===== src/rtl/down_counter_timer16_pkg.sv =====
// Shared definitions for the down_counter_timer16 countdown timer.
// Holds the FSM state encoding and the default count width.
package down_counter_timer16_pkg;

    localparam int DEFAULT_WIDTH = 16;

    typedef enum logic [1:0] {
        IDLE = 2'd0,
        RUN  = 2'd1,
        DONE = 2'd2
    } state_t;

endpackage


===== src/rtl/down_counter_timer16_dec_step.sv =====
// Combinational subtract-one: a ripple of full-adder cells adding all-ones
// with carry-in 0. borrow is high only when the input was zero.
module dec_step
    import down_counter_timer16_pkg::*;
#(
    parameter int WIDTH = DEFAULT_WIDTH
) (
    input  logic [WIDTH-1:0] value,
    output logic [WIDTH-1:0] dec_value,
    output logic             borrow
);

    logic [WIDTH:0] carry;

    // Full adder with b=1: sum = a ^ 1 ^ c, carry-out = a | c.
    always_comb begin
        carry     = '0;
        dec_value = '0;
        for (int unsigned i = 0; i < WIDTH; i++) begin
            dec_value[i] = value[i] ^ 1'b1 ^ carry[i];
            carry[i+1]   = value[i] | carry[i];
        end
        borrow = ~carry[WIDTH];
    end

endmodule


===== src/rtl/down_counter_timer16.sv =====
// Loadable, pausable countdown timer with a terminal-count done flag and
// optional periodic reload of the last loaded value.
module down_counter_timer16
    import down_counter_timer16_pkg::*;
#(
    parameter int WIDTH       = DEFAULT_WIDTH,
    parameter bit AUTO_RELOAD = 1'b0
) (
    input  logic             clk,
    input  logic             rst,
    input  logic             load,
    input  logic [WIDTH-1:0] load_value,
    input  logic             en,
    input  logic             ack,
    output logic [WIDTH-1:0] count,
    output logic             busy,
    output logic             done
);

    state_t           state;
    logic [WIDTH-1:0] reload_reg;
    logic [WIDTH-1:0] dec_value;
    logic             borrow;

    dec_step #(
        .WIDTH(WIDTH)
    ) u_dec_step (
        .value    (count),
        .dec_value(dec_value),
        .borrow   (borrow)
    );

    always_ff @(posedge clk or posedge rst) begin
        if (rst) begin
            state      <= IDLE;
            count      <= '0;
            reload_reg <= '0;
            busy       <= 1'b0;
            done       <= 1'b0;
        end else if (load) begin
            count      <= load_value;
            reload_reg <= load_value;
            if (load_value == '0) begin
                state <= DONE;
                busy  <= 1'b0;
                done  <= 1'b1;
            end else begin
                state <= RUN;
                busy  <= 1'b1;
                done  <= 1'b0;
            end
        end else begin
            case (state)
                IDLE: ;
                RUN: begin
                    // done is only ever a one-cycle pulse while running
                    done <= 1'b0;
                    if (en) begin
                        if (count == WIDTH'(1)) begin
                            done <= 1'b1;
                            if (AUTO_RELOAD) begin
                                count <= reload_reg;
                            end else begin
                                count <= '0;
                                state <= DONE;
                                busy  <= 1'b0;
                            end
                        end else begin
                            count <= dec_value;
                        end
                    end
                end
                DONE: begin
                    if (ack) begin
                        done  <= 1'b0;
                        state <= IDLE;
                    end
                end
                default: begin
                    state <= IDLE;
                    busy  <= 1'b0;
                    done  <= 1'b0;
                end
            endcase
        end
    end

    // RUN always holds a nonzero count, so the datapath never borrows there.
    a_no_borrow_in_run: assert property (
        @(posedge clk) disable iff (rst) (state == RUN) |-> !borrow
    );

    a_busy_matches_state: assert property (
        @(posedge clk) disable iff (rst) busy == (state == RUN)
    );

endmodule


===== config.mk =====
export PLATFORM = sky130hd
export DESIGN_NAME = down_counter_timer16
export DESIGN_NICKNAME = d
export VERILOG_FILES = /design/src/rtl/down_counter_timer16_pkg.sv /design/src/rtl/down_counter_timer16_dec_step.sv /design/src/rtl/down_counter_timer16.sv
export SDC_FILE = /design/constraint.sdc
export NUM_CORES = 1
export LEC_CHECK = 0
export CAP_MARGIN = 10
export CORE_ASPECT_RATIO = 0.9
export CORE_UTILIZATION = 50
export DETAILED_ROUTE_END_ITERATION = 12
export GPL_ROUTABILITY_DRIVEN = 0
export PLACE_DENSITY = 0.82
export SLEW_MARGIN = 20
export SYNTH_ARGS = -nofsm -noshare
export SYNTH_HDL_FRONTEND = slang
export SYNTH_HIERARCHICAL = 1
export SYNTH_SLANG_ARGS = --single-unit

===== constraint.sdc =====
create_clock -name clk -period 4.9 [get_ports clk]
set_input_delay 0.98 -clock clk [delete_from_list [all_inputs] [get_ports clk]]
set_output_delay 0.98 -clock clk [all_outputs]
set_load 0.01 [all_outputs]

* After elaboration in Yosys (flattened, before gate mapping)
Cells that the tools add are included.
** Storage, ports and cells
- Flip-flop bits (word level) :: 20
- Output and inout bits :: 18
- Logic and storage cells :: 87
** Operators by class
- Equality and inequality tests :: 8
- Mux-type cells :: 21
- Bitwise logic cells :: 45
- Reduce and logical (&&, ||, !) cells :: 9
** Operators with widths (number)
- $mux W16 :: 4
- $eq A16 B1 Y1 const B :: 1
- $logic_not A16 Y1 :: 1
- $not A1 Y1 :: 16
- $xor A1 B1 Y1 :: 15
- $or A1 B1 Y1 :: 14
- $mux W2 :: 5
- $mux W1 :: 9
- $ne A3 B3 Y1 const B :: 3
- $pmux W2 S3 :: 1
- $reduce_and A2 Y1 :: 2
- $reduce_and A4 Y1 :: 1
- $reduce_bool A2 Y1 :: 2
- $pmux W1 S3 :: 1
- $reduce_and A3 Y1 :: 1
- $eq A2 B1 Y1 const B :: 1
- $eq A2 B2 Y1 const B :: 1
- $logic_not A2 Y1 :: 1
- $ne A2 B1 Y1 const B :: 1
- $ne A2 B2 Y1 const B :: 1
- $pmux W1 S2 :: 1
- $reduce_or A2 Y1 :: 1

* Longest topological paths before layout
Gate-level depths: netlist (run 1).
- Depth after elaboration :: 19
- Gate-level depth with buffers :: 18

* By module
The synthesis (run 1) kept the hierarchy.
** Modules (own cells, without submodules)
- down_counter_timer16 :: times used 1, cells an instance 88, area an instance 1046.0 um^2, sequential area each 500.5 um^2
- dec_step :: times used 1, cells an instance 46, area an instance 304.0 um^2, sequential area each 0.0 um^2

* Least setup slack after synthesis (run 1)
Ideal clock, no wire load.
- Path type :: flip-flop to flip-flop
- Start :: register count[0]
- End :: register count[15]
- Data arrival time :: 3.305 ns
- Data required time :: 4.782 ns
- Path slack :: 1.477 ns
- Cell stages (with the launch flop) :: 19
- Cell sequence :: dfrtp_1 -> inv_1 -> ha_1 -> ha_1 -> ha_1 -> ha_1 -> ha_1 -> ha_1 -> ha_1 -> ha_1 -> ha_1 -> ha_1 -> ha_1 -> ha_1 -> ha_1 -> ha_1 -> ha_1 -> inv_1 -> a21o_1
** Between the ends
- Cells in the longest elaborated chain, start to end :: 19
- Elaborated cells on any way between the ends :: 20
** Ends and longest elaborated chain
- start: declaration :: RTL line down_counter_timer16.sv:15 : output logic [WIDTH-1:0] count,
- start signal: assignment :: RTL line down_counter_timer16.sv:41 : count <= load_value;
- start signal: assignment :: RTL line down_counter_timer16.sv:62 : count <= reload_reg;
- start signal: assignment :: RTL line down_counter_timer16.sv:69 : count <= dec_value;
- $or A1 B1 Y1 (14 in a row) :: RTL line down_counter_timer16_dec_step.sv:21 : carry[i+1] = value[i] | carry[i];
- $xor A1 B1 Y1 :: RTL line down_counter_timer16_dec_step.sv:20 : dec_value[i] = value[i] ^ 1'b1 ^ carry[i];
- via dec_value[15] :: RTL line down_counter_timer16.sv:22 : logic [WIDTH-1:0] dec_value;
- $mux W16 :: RTL line down_counter_timer16.sv:59 : if (count == WIDTH'(1)) begin
- $mux W16 :: RTL line down_counter_timer16.sv:58 : if (en) begin
- $mux W16 :: RTL line down_counter_timer16.sv:53 : case (state)
- $mux W16 :: RTL line down_counter_timer16.sv:40 : end else if (load) begin
The timed path passes the listed nets, and every way through them passes these cells. The select of a mux whose other input is x is not followed.
A chain may end at the register's enable or synchronous reset.

* Final worst setup path (run 1)
Same ends and word-level chain as after synthesis.

==> results of run 1 <==
final cells by class:
type | count | share of cell area (%)
clock buffers | 4 | 2.07
inverters | 36 | 7.72
flip-flops and latches | 20 | 28.6
repair buffers | 39 | 22.2
well taps | 28 | 2.00
multi-input cells | 73 | 37.5
stage by stage:
step	hold slack (ps)	cells	utilization, %	total power [mW]	instance area [um^2]
global route	677	200	69.7	0.471	1750
finish	644	200	69.7	0.447	1750
floorplan	554	134	-	0.282	1350
global placement	593	196	68.3	0.344	1710
CTS	641	200	69.7	0.449	1750
detailed placement	621	196	68.3	0.350	1710
cell usage in the layout (no fill, tap or decap), drive strengths merged, types with 2 or more instances in the layout:
cell | Yosys | layout
clkdlybuf4s50 | 0 | 38
inv | 36 | 36
dfrtp | 20 | 20
a22o | 16 | 16
a21o | 16 | 16
ha | 15 | 15
nor4 | 7 | 7
clkbuf | 1 | 4
nand2 | 3 | 3
nand4 | 2 | 2
nor2 | 2 | 2
nor4b | 2 | 2
and3 | 2 | 2
report_power, final:
group	internal (mW)	switching, mW
logic	0.0810	0.0615
registers	0.182	0.0229
clock network	0.0454	0.0537
total	0.309	0.138
worst max-delay path: cells and delay by family (launching register included):
| kind | cells | cell delay, ps |
|---|---|---|
| AOI/OAI and AO/OA | 1 | 150 |
| adders and majority gates | 15 | 2820 |
| buffers and inverters | 2 | 130 |
| DFF | 1 | 410 |
state kept, by name, indices dropped and copies added, names as in the netlist:
signal,cells
busy,1
count,16
done,1
state,2
synth_stat cells:
master / count / share of area, %
a21o_2: 6 / 3.9
buf_4: 1 / 0.56
nor4_1: 4 / 1.9
buf_8: 1 / 1.1
buf_6: 2 / 1.7
nor4_2: 3 / 2.8
and3_1: 1 / 0.46
a22o_1: 6 / 3.9
o221ai_1: 1 / 0.65
a21o_1: 10 / 5.6
dfrtp_1: 20 / 37
nor2_1: 2 / 0.56
a2111oi_0: 1 / 0.65
nand2_1: 3 / 0.83
nand3_1: 1 / 0.37
nor4b_1: 1 / 0.65
nor3_1: 1 / 0.37
and3_2: 1 / 0.56
o31a_1: 1 / 0.65
o21ai_0: 1 / 0.37
nor4b_2: 1 / 1.1
inv_1: 36 / 10
a211o_1: 1 / 0.65
a31oi_1: 1 / 0.46
a22o_2: 10 / 7.4
clkbuf_8: 1 / 1.0
nand4_1: 2 / 0.93
ha_1: 15 / 14
layer usage:
metal / wire [um] / part of all wire [%]
met2: 1600 / 49
met1: 1450 / 45
met5: 0 / 0
met3: 172 / 5.3
met4: 14 / 0.43
cell families (layout without fill, tap and decap cells):
| group | count (synthesis) | in the layout | synth area share (%) |
|---|---|---|---|
| adders and majority gates | 15 | 15 | 13.9 |
| and+or+nand+nor | 20 | 20 | 10.5 |
| DFF | 20 | 20 | 37.1 |
| buffers and inverters | 41 | 79 | 14.4 |
| AOI/OAI and AO/OA | 38 | 38 | 24.2 |
path summary, 6_finish.rpt:
path | to | start | slack [ps] | cells past startpoint
worst max-delay path | count[15] | count[0] | 1300 | 18
worst min-delay path | busy | busy | 640 | 2
worst max register to register | count[15] | count[0] | 1300 | 18
worst min register to register | busy | busy | 640 | 2
max in group asynchronous | count[15] | rst | 3300 | 2
min in group asynchronous | state[1] | rst | 1100 | 2
==> metrics.txt, run 1 <==
status=complete, but fails checks; failing checks=design-rule violations; TNS Setup=0 ps; fin crit share=73.5%; CTS tree=done; Synth Area per Inst=10.1 um^2; Antenna Nets Post-Route=0; multi-input logic area=656 um^2; element type at the critical path start=flop; Yosys cell types=28; Clock Latency Late Sink=310 ps; via count=1,140; yosys warns=6; Fill cells=219; dpl ws=1320 ps; DP HPWL=2480 um; Max Fclk=278 MHz; M1 GR Usage=31.8%; arrival time at the worst endpoint=3810 ps; area grow syn2layout=29.7%; Max Root-Sink Buffers=2; core area=0.00251 mm^2; worst-path fanout max=4; via/cell ratio=5.70; TritonRoute pass-1 iters=8; Root Buffer=clkbuf_4; post_cts resized=0; Max stage delay cell, worst path=dfrtp_1; CTS H-tree depth=1; crit-path max cell delay=410 ps; CP Class=flop to flop; vias in the first global route=1,162; Global Route met2 Usage=43.3%; Die Width=56.8 um; die height=51.3 um; row cnt=17; FF/Latch Area=500 um^2; pin count of the biggest net entering global routing=22; average wire per standard cell=16.2 um; synthesized area=0.00135 mm^2; CTS clock-pin slew for the worst setup and hold paths=110 ps; Seq/Total Area, Yosys=37.1%; post-synthesis cell count=134; post-CTS setup repair buffer count=0; port bufs=38; initial DRC count=47; initial antenna violation count=0; layout cells sized above 1=15.1%; Top Usage Layer GRT=met2; Syn Nets=170; Hold Fails Final Rpt=0; Layout Nets=209; CP required=5110 ps; Worst path most repeated cell=ha_1; CTS Hold Bufs=0; HP Class=flop to flop; Worst Skew=5.27 ps; Initial Util=53.8%; max_cap viols=0; number of top-level pins=39; met3 track demand over resource=6.08%; Pleak=0.957 nW; ANT cells=0; final setup vio count=0; # DRC=2; Peak VDD IR=0.204 mV; Worst setup EP type=flop; Global Route Usage Sum=24.7%; Power Density=255 mW/mm^2; total CTS buffers=3; first-pass GRT wire length=5400 um; RSZ-0062 raised after global routing=no; Pins Over Slew Limit=0; clock sink total=20; total wire length=3240 um; Slew Limit Headroom=46.7%; Worst-Margin Slew=799 ps; #FFs+latches synth=20; CP Cell Sequence=inv_1 > ha_1 > ha_1 > ha_1 > ha_1 > ha_1 > ha_1 > ha_1 > ha_1 > ha_1 > ha_1 > ha_1 > ha_1 > ha_1 > ha_1 > ha_1 > inv_1 > a21o_1; setup ws final=1300 ps; shortest period the worst path allows=3600 ps; GRT Residual Overflow=0; Die ar.=0.00291 mm^2
Note: power is estimated with default switching activity, not from simulation.
==> inputs of run 2 (changes only) <==
- CORE_UTILIZATION: 50 -> 47
- PLACE_DENSITY: 0.82 -> 0.77
- clock period: 4.9 -> 3.55 ns (I/O delays scaled with it)
==> metrics.txt, run 2 (same netlist as run 1, synthesis figures left out) <==
status=completed; die height=52.8 um (+3.0%); element type at the critical path start=flop; Pleak=0.953 nW (-0.47%); fin cells=214 (+7.0%); Die ar.=0.00309 mm^2 (+6.1%); Max stage delay cell, worst path=dfrtp_1; HP Class=flop to flop; # DRC=0 (-2); most frequent cells in the layout=clkdlybuf4s50_1 (38), inv_1 (35), dfrtp_1 (20); pin count of the biggest net entering global routing=21 (-4.5%); port bufs=38 (unchanged); vias in the first global route=1,126 (-3.1%); Worst-Margin Slew=799 ps (-0.115 ps); Clock Latency Late Sink=300 ps (about the same); via/cell ratio=5.31 (-6.8%); DP HPWL=2450 um (-1.2%); initial DRC count=38 (-19%); Max Root-Sink Buffers=2 (unchanged); average wire per standard cell=15.7 um (-3.3%); Peak VDD IR=0.235 mV (+15%); total wire length=3350 um (+3.5%); Worst setup EP type=flop; FF/Latch Area=500 um^2 (unchanged); row cnt=18 (+1); max reg flops=16 (unchanged); Initial Util=49.5% (-4.2 points); first-pass GRT wire length=5350 um (-1.0%); largest registers=count x16, state x2; CTS tree=done; final setup vio count=0 (unchanged); layout cells sized above 1=20.1% (+5.0 points); TNS Setup=0 ps (unchanged); arrival time at the worst endpoint=3630 ps (-180 ps); TritonRoute pass-1 iters=4 (-4); initial antenna violation count=0 (unchanged); total CTS buffers=3 (unchanged); CTS H-tree depth=1 (unchanged); clock sink total=20 (unchanged); Power Density=334 mW/mm^2 (+31%); Root Buffer=clkbuf_4; DP Area=0.00175 mm^2 (+2.2%); worst-path fanout max=2 (-2); area grow syn2layout=32.5%; multi-input logic area=671 um^2 (+2.3%); Slew Limit Headroom=46.7% (about the same); max_cap viols=0 (unchanged); CTS clock-pin slew for the worst setup and hold paths=110 ps (about the same); ANT cells=0 (unchanged); core area=0.00273 mm^2 (+8.6%); setup ws final=115 ps (-1180 ps); fin crit share=96.8% (+23 points); Max Fclk=291 MHz (+4.8%); CP Cell Sequence=inv_2 > ha_1 > ha_2 > ha_2 > ha_1 > ha_1 > ha_1 > ha_2 > ha_2 > ha_2 > ha_1 > ha_1 > ha_2 > ha_1 > ha_1 > ha_1 > inv_1 > a21o_1; Reg with most FFs=count; number of top-level pins=39 (unchanged); Fill cells=225 (+2.7%); Worst Skew=3.61 ps (-1.66 ps); Pins Over Slew Limit=0 (unchanged); overall power=0.598 mW (+34%); Global Route Usage Sum=23.9% (-0.78 points); via count=1,137 (-0.26%); commonest non-fill, non-tap cell in the layout=clkdlybuf4s50_1; dpl ws=48.3 ps (-1270 ps); placed cells=211 (+7.7%); shortest period the worst path allows=3440 ps (-165 ps); worst hold slack=588 ps (-56.5 ps); Final Util=65.7% (-4.1 points); Worst path most repeated cell=ha_1; CP Class=flop to flop; Layout Nets=212 (+1.4%); Final Cell Area=0.00179 mm^2 (+2.2%); Antenna Nets Post-Route=0 (unchanged); CP required=3750 ps (-1360 ps); Die Width=58.5 um (+3.0%); crit-path max cell delay=370 ps (-40 ps); GRT Residual Overflow=0 (unchanged); Hold Fails Final Rpt=0 (unchanged)
## run 2: changes by cell type in the layout (fill, tap and decap cells not counted), sizes merged
cell and delta:
buf +3, clkbuf -1
## run 2: routing by layer
layer,vias to the layer above,routed length (um),track usage [%]
li1,546,-,-
met1,555,1630,32.0
met2,32,1570,40.0
met3,4,128,5.93
met4,0,27,3.17
met5,-,0,0
## run 2: final cells by class
cell class              instances  share of cell area (%)
multi-input cells              73                    37.5
flip-flops and latches         20                    28.0
repair buffers                 42                    22.9
inverters                      36                    7.55
well taps                      40                    2.80
clock buffers                   3                    1.26
## run 2: report_power, final
part | leakage (nW) | switching, mW | total, mW | internal, mW
sequential | 0.244 | 0.0302 | 0.282 | 0.252
combinational | 0.695 | 0.0894 | 0.208 | 0.118
clock | 0.0138 | 0.0690 | 0.109 | 0.0396
total | 0.953 | 0.189 | 0.598 | 0.410
## run 2: worst max-delay path: cells and delay by family, from the launching register on
| kind | cells | cell delay [ps] |
|---|---|---|
| adder cells (fa/ha/maj) | 15 | 2720 |
| buffers and inverters | 2 | 80 |
| flip-flops | 1 | 370 |
| AO/OA/AOI/OAI | 1 | 160 |
## run 2: final timing paths
check                      startpoint        end  slack, ps  depth (start not counted)
setup / recovery             count[0]  count[15]        110                         18
setup reg to reg             count[0]  count[15]        110                         18
min in group asynchronous         rst       done        850                          2
hold reg to reg              count[0]   count[0]        590                          2
max in group asynchronous         rst   count[8]       2200                          2
hold / removal               count[0]   count[0]        590                          2
## run 2: what timing repair did
item / CTS / global route
endpoints found under the setup margin: 0 / 1
hold buffers: 0 / 0
resized for setup: 0 / 7
buffers inserted: 0 / 0
==> inputs of run 3 (changes only) <==
- CORE_UTILIZATION: 47 -> 49
- CTS_BUF_LIST: unset -> sky130_fd_sc_hd__clkbuf_2 sky130_fd_sc_hd__clkbuf_4 sky130_fd_sc_hd__clkbuf_8
- PLACE_DENSITY: 0.77 -> 0.8
==> metrics.txt, run 3 (same netlist as run 1, synthesis figures left out) <==
max_cap viols=0 (unchanged); Max Fclk=295 MHz (+1.2%); TNS Setup=0 ps (unchanged); CTS clock-pin slew for the worst setup and hold paths=120 ps (about the same); Hold Path Sink=count[0]; Worst Skew=8.02 ps (+4.42 ps); final setup vio count=0 (unchanged); hold path depth=2 (unchanged); Die ar.=0.00297 mm^2 (-3.9%); CTS H-tree depth=1 (unchanged); r2r setup slk=150 ps (+40 ps); # DRC=3 (+3); average wire per standard cell=15.9 um (+1.5%); DP HPWL=2400 um (-2.1%); CP Class=flop to flop; Die Width=57.3 um (-2.0%); worst-path fanout max=2 (unchanged); element type at the critical path start=flop; Peak VDD IR=0.224 mV (-4.6%); via count=1,159 (+1.9%); vias in the first global route=1,137 (+0.98%); max reg flops=16 (unchanged); initial DRC count=34 (-11%); Power Density=375 mW/mm^2 (+12%); Pleak=0.964 nW (+1.1%); TritonRoute pass-1 iters=8 (+4); R2R Path Start=count[1]; CTS tree=done; Worst-Margin Slew=809 ps (+9.81 ps); total CTS buffers=3 (unchanged); Reg2Reg Capture Point=count[15]; fin crit share=95.6% (-1.1 points); RSZ-0062 raised after global routing=no; Worst setup EP type=flop; core area=0.00253 mm^2 (-7.1%); largest registers=count x16, state x2; Max Root-Sink Buffers=2 (unchanged); Hold Fails Final Rpt=0 (unchanged); Slew Limit Headroom=46.0% (-0.65 points); area grow syn2layout=34.0%; initial antenna violation count=0 (unchanged); clock sink total=20 (unchanged); most frequent cells in the layout=clkdlybuf4s50_1 (38), inv_1 (35), dfrtp_1 (20); layout cells sized above 1=21.7% (+1.6 points); Fill cells=204 (-9.3%); die height=51.8 um (-2.0%); port bufs=38 (unchanged); Clock Latency Late Sink=310 ps (about the same); total wire length=3230 um (-3.7%); Layout Nets=212 (unchanged); first-pass GRT wire length=5340 um (-0.13%); shortest period the worst path allows=3400 ps (-40.0 ps); post-CTS setup repair buffer count=0 (unchanged); CP required=3760 ps (about the same); HP Class=flop to flop; number of top-level pins=39 (unchanged); hold path start=count[0]; via/cell ratio=5.71 (+7.5%); arrival time at the worst endpoint=3600 ps (-30 ps); Global Route Usage Sum=24.2% (+0.25 points); pin count of the biggest net entering global routing=21 (unchanged); Pins Over Slew Limit=0 (unchanged); status=complete, but fails checks; ANT cells=0 (unchanged); Antenna Nets Post-Route=0 (unchanged); row cnt=17 (-1); Root Buffer=clkbuf_4; GRT Residual Overflow=0 (unchanged); commonest non-fill, non-tap cell in the layout=clkdlybuf4s50_1; overall power=0.678 mW (+13%); Initial Util=53.3% (+3.8 points); R2R cell count=18 (unchanged); Reg with most FFs=count; failing checks=design-rule violations
## run 3: changes by cell type in the layout (fill, tap and decap cells not counted)
cell and delta:
ha_2 +2, ha_1 -2, bufinv_16 +1
## run 3: worst max-delay path by stage
stage / from / to / slack (ps) / cells past startpoint
4_1_cts: count[0] / count[15] / 9 / 18
6_report: count[1] / count[15] / 150 / 18
3_3_place_gp: count[0] / count[15] / 160 / 18
2_1_floorplan: count[0] / count[15] / 130 / 18
5_1_grt: count[0] / count[15] / 20 / 18
3_5_place_dp: count[1] / count[15] / 60 / 18
## run 3: metal layers
metal  up-vias  share of wire (%)  track usage, %
met2        51                 46            38.2
met5         -                  0               0
li1        547                  -               -
met1       557                 46            32.0
met4         0               0.90            6.91
met3         4                7.3            7.46
## run 3: worst max-delay path, cell delays in order (launching register included)
cell and delay, ps:
dfrtp_1 380, inv_1 60, ha_2 170, ha_2 160, ha_2 160, ha_2 160, ha_1 180, ha_1 180
ha_2 160, ha_2 160, ha_1 180, ha_1 180, ha_2 170, ha_1 180, ha_1 190, ha_2 170
ha_1 270, inv_1 40, a21o_1 140
## run 3: what timing repair did
item | 4_1_cts | 5_1_grt
hold buffers | 0 | 0
pin swaps | 0 | 1
setup endpoints to repair | 1 | 1
gates resized for setup | 1 | 8
## run 3: cell type report
cell class,count,area [um^2],area share [%]
well taps,28,35.0,1.94
multi-input cells,73,676,37.3
flip-flops and latches,20,500,27.7
clock inverters,1,30.0,1.66
inverters,36,135,7.47
clock buffers,3,22.5,1.24
repair buffers,42,410,22.7
## run 3: power breakdown
part	internal, mW	leakage (nW)	switching (mW)
Clock	0.114	0.0279	0.0740
Sequential	0.252	0.244	0.0304
Combinational	0.119	0.692	0.0886
Total	0.485	0.964	0.193
## run 3: stage by stage
| stage | instances | setup slack (ps) | cell area [um^2] | hold slack (ps) | util, % |
|---|---|---|---|---|---|
| floorplan | 134 | 127 | 1350 | 554 | - |
| global placement | 199 | 156 | 1740 | 556 | 68.6 |
| detailed placement | 199 | 57.2 | 1740 | 580 | 68.6 |
| CTS | 203 | 9.33 | 1790 | 602 | 70.8 |
| global route | 203 | 15.5 | 1810 | 613 | 71.5 |
| finish | 203 | 155 | 1810 | 597 | 71.5 |
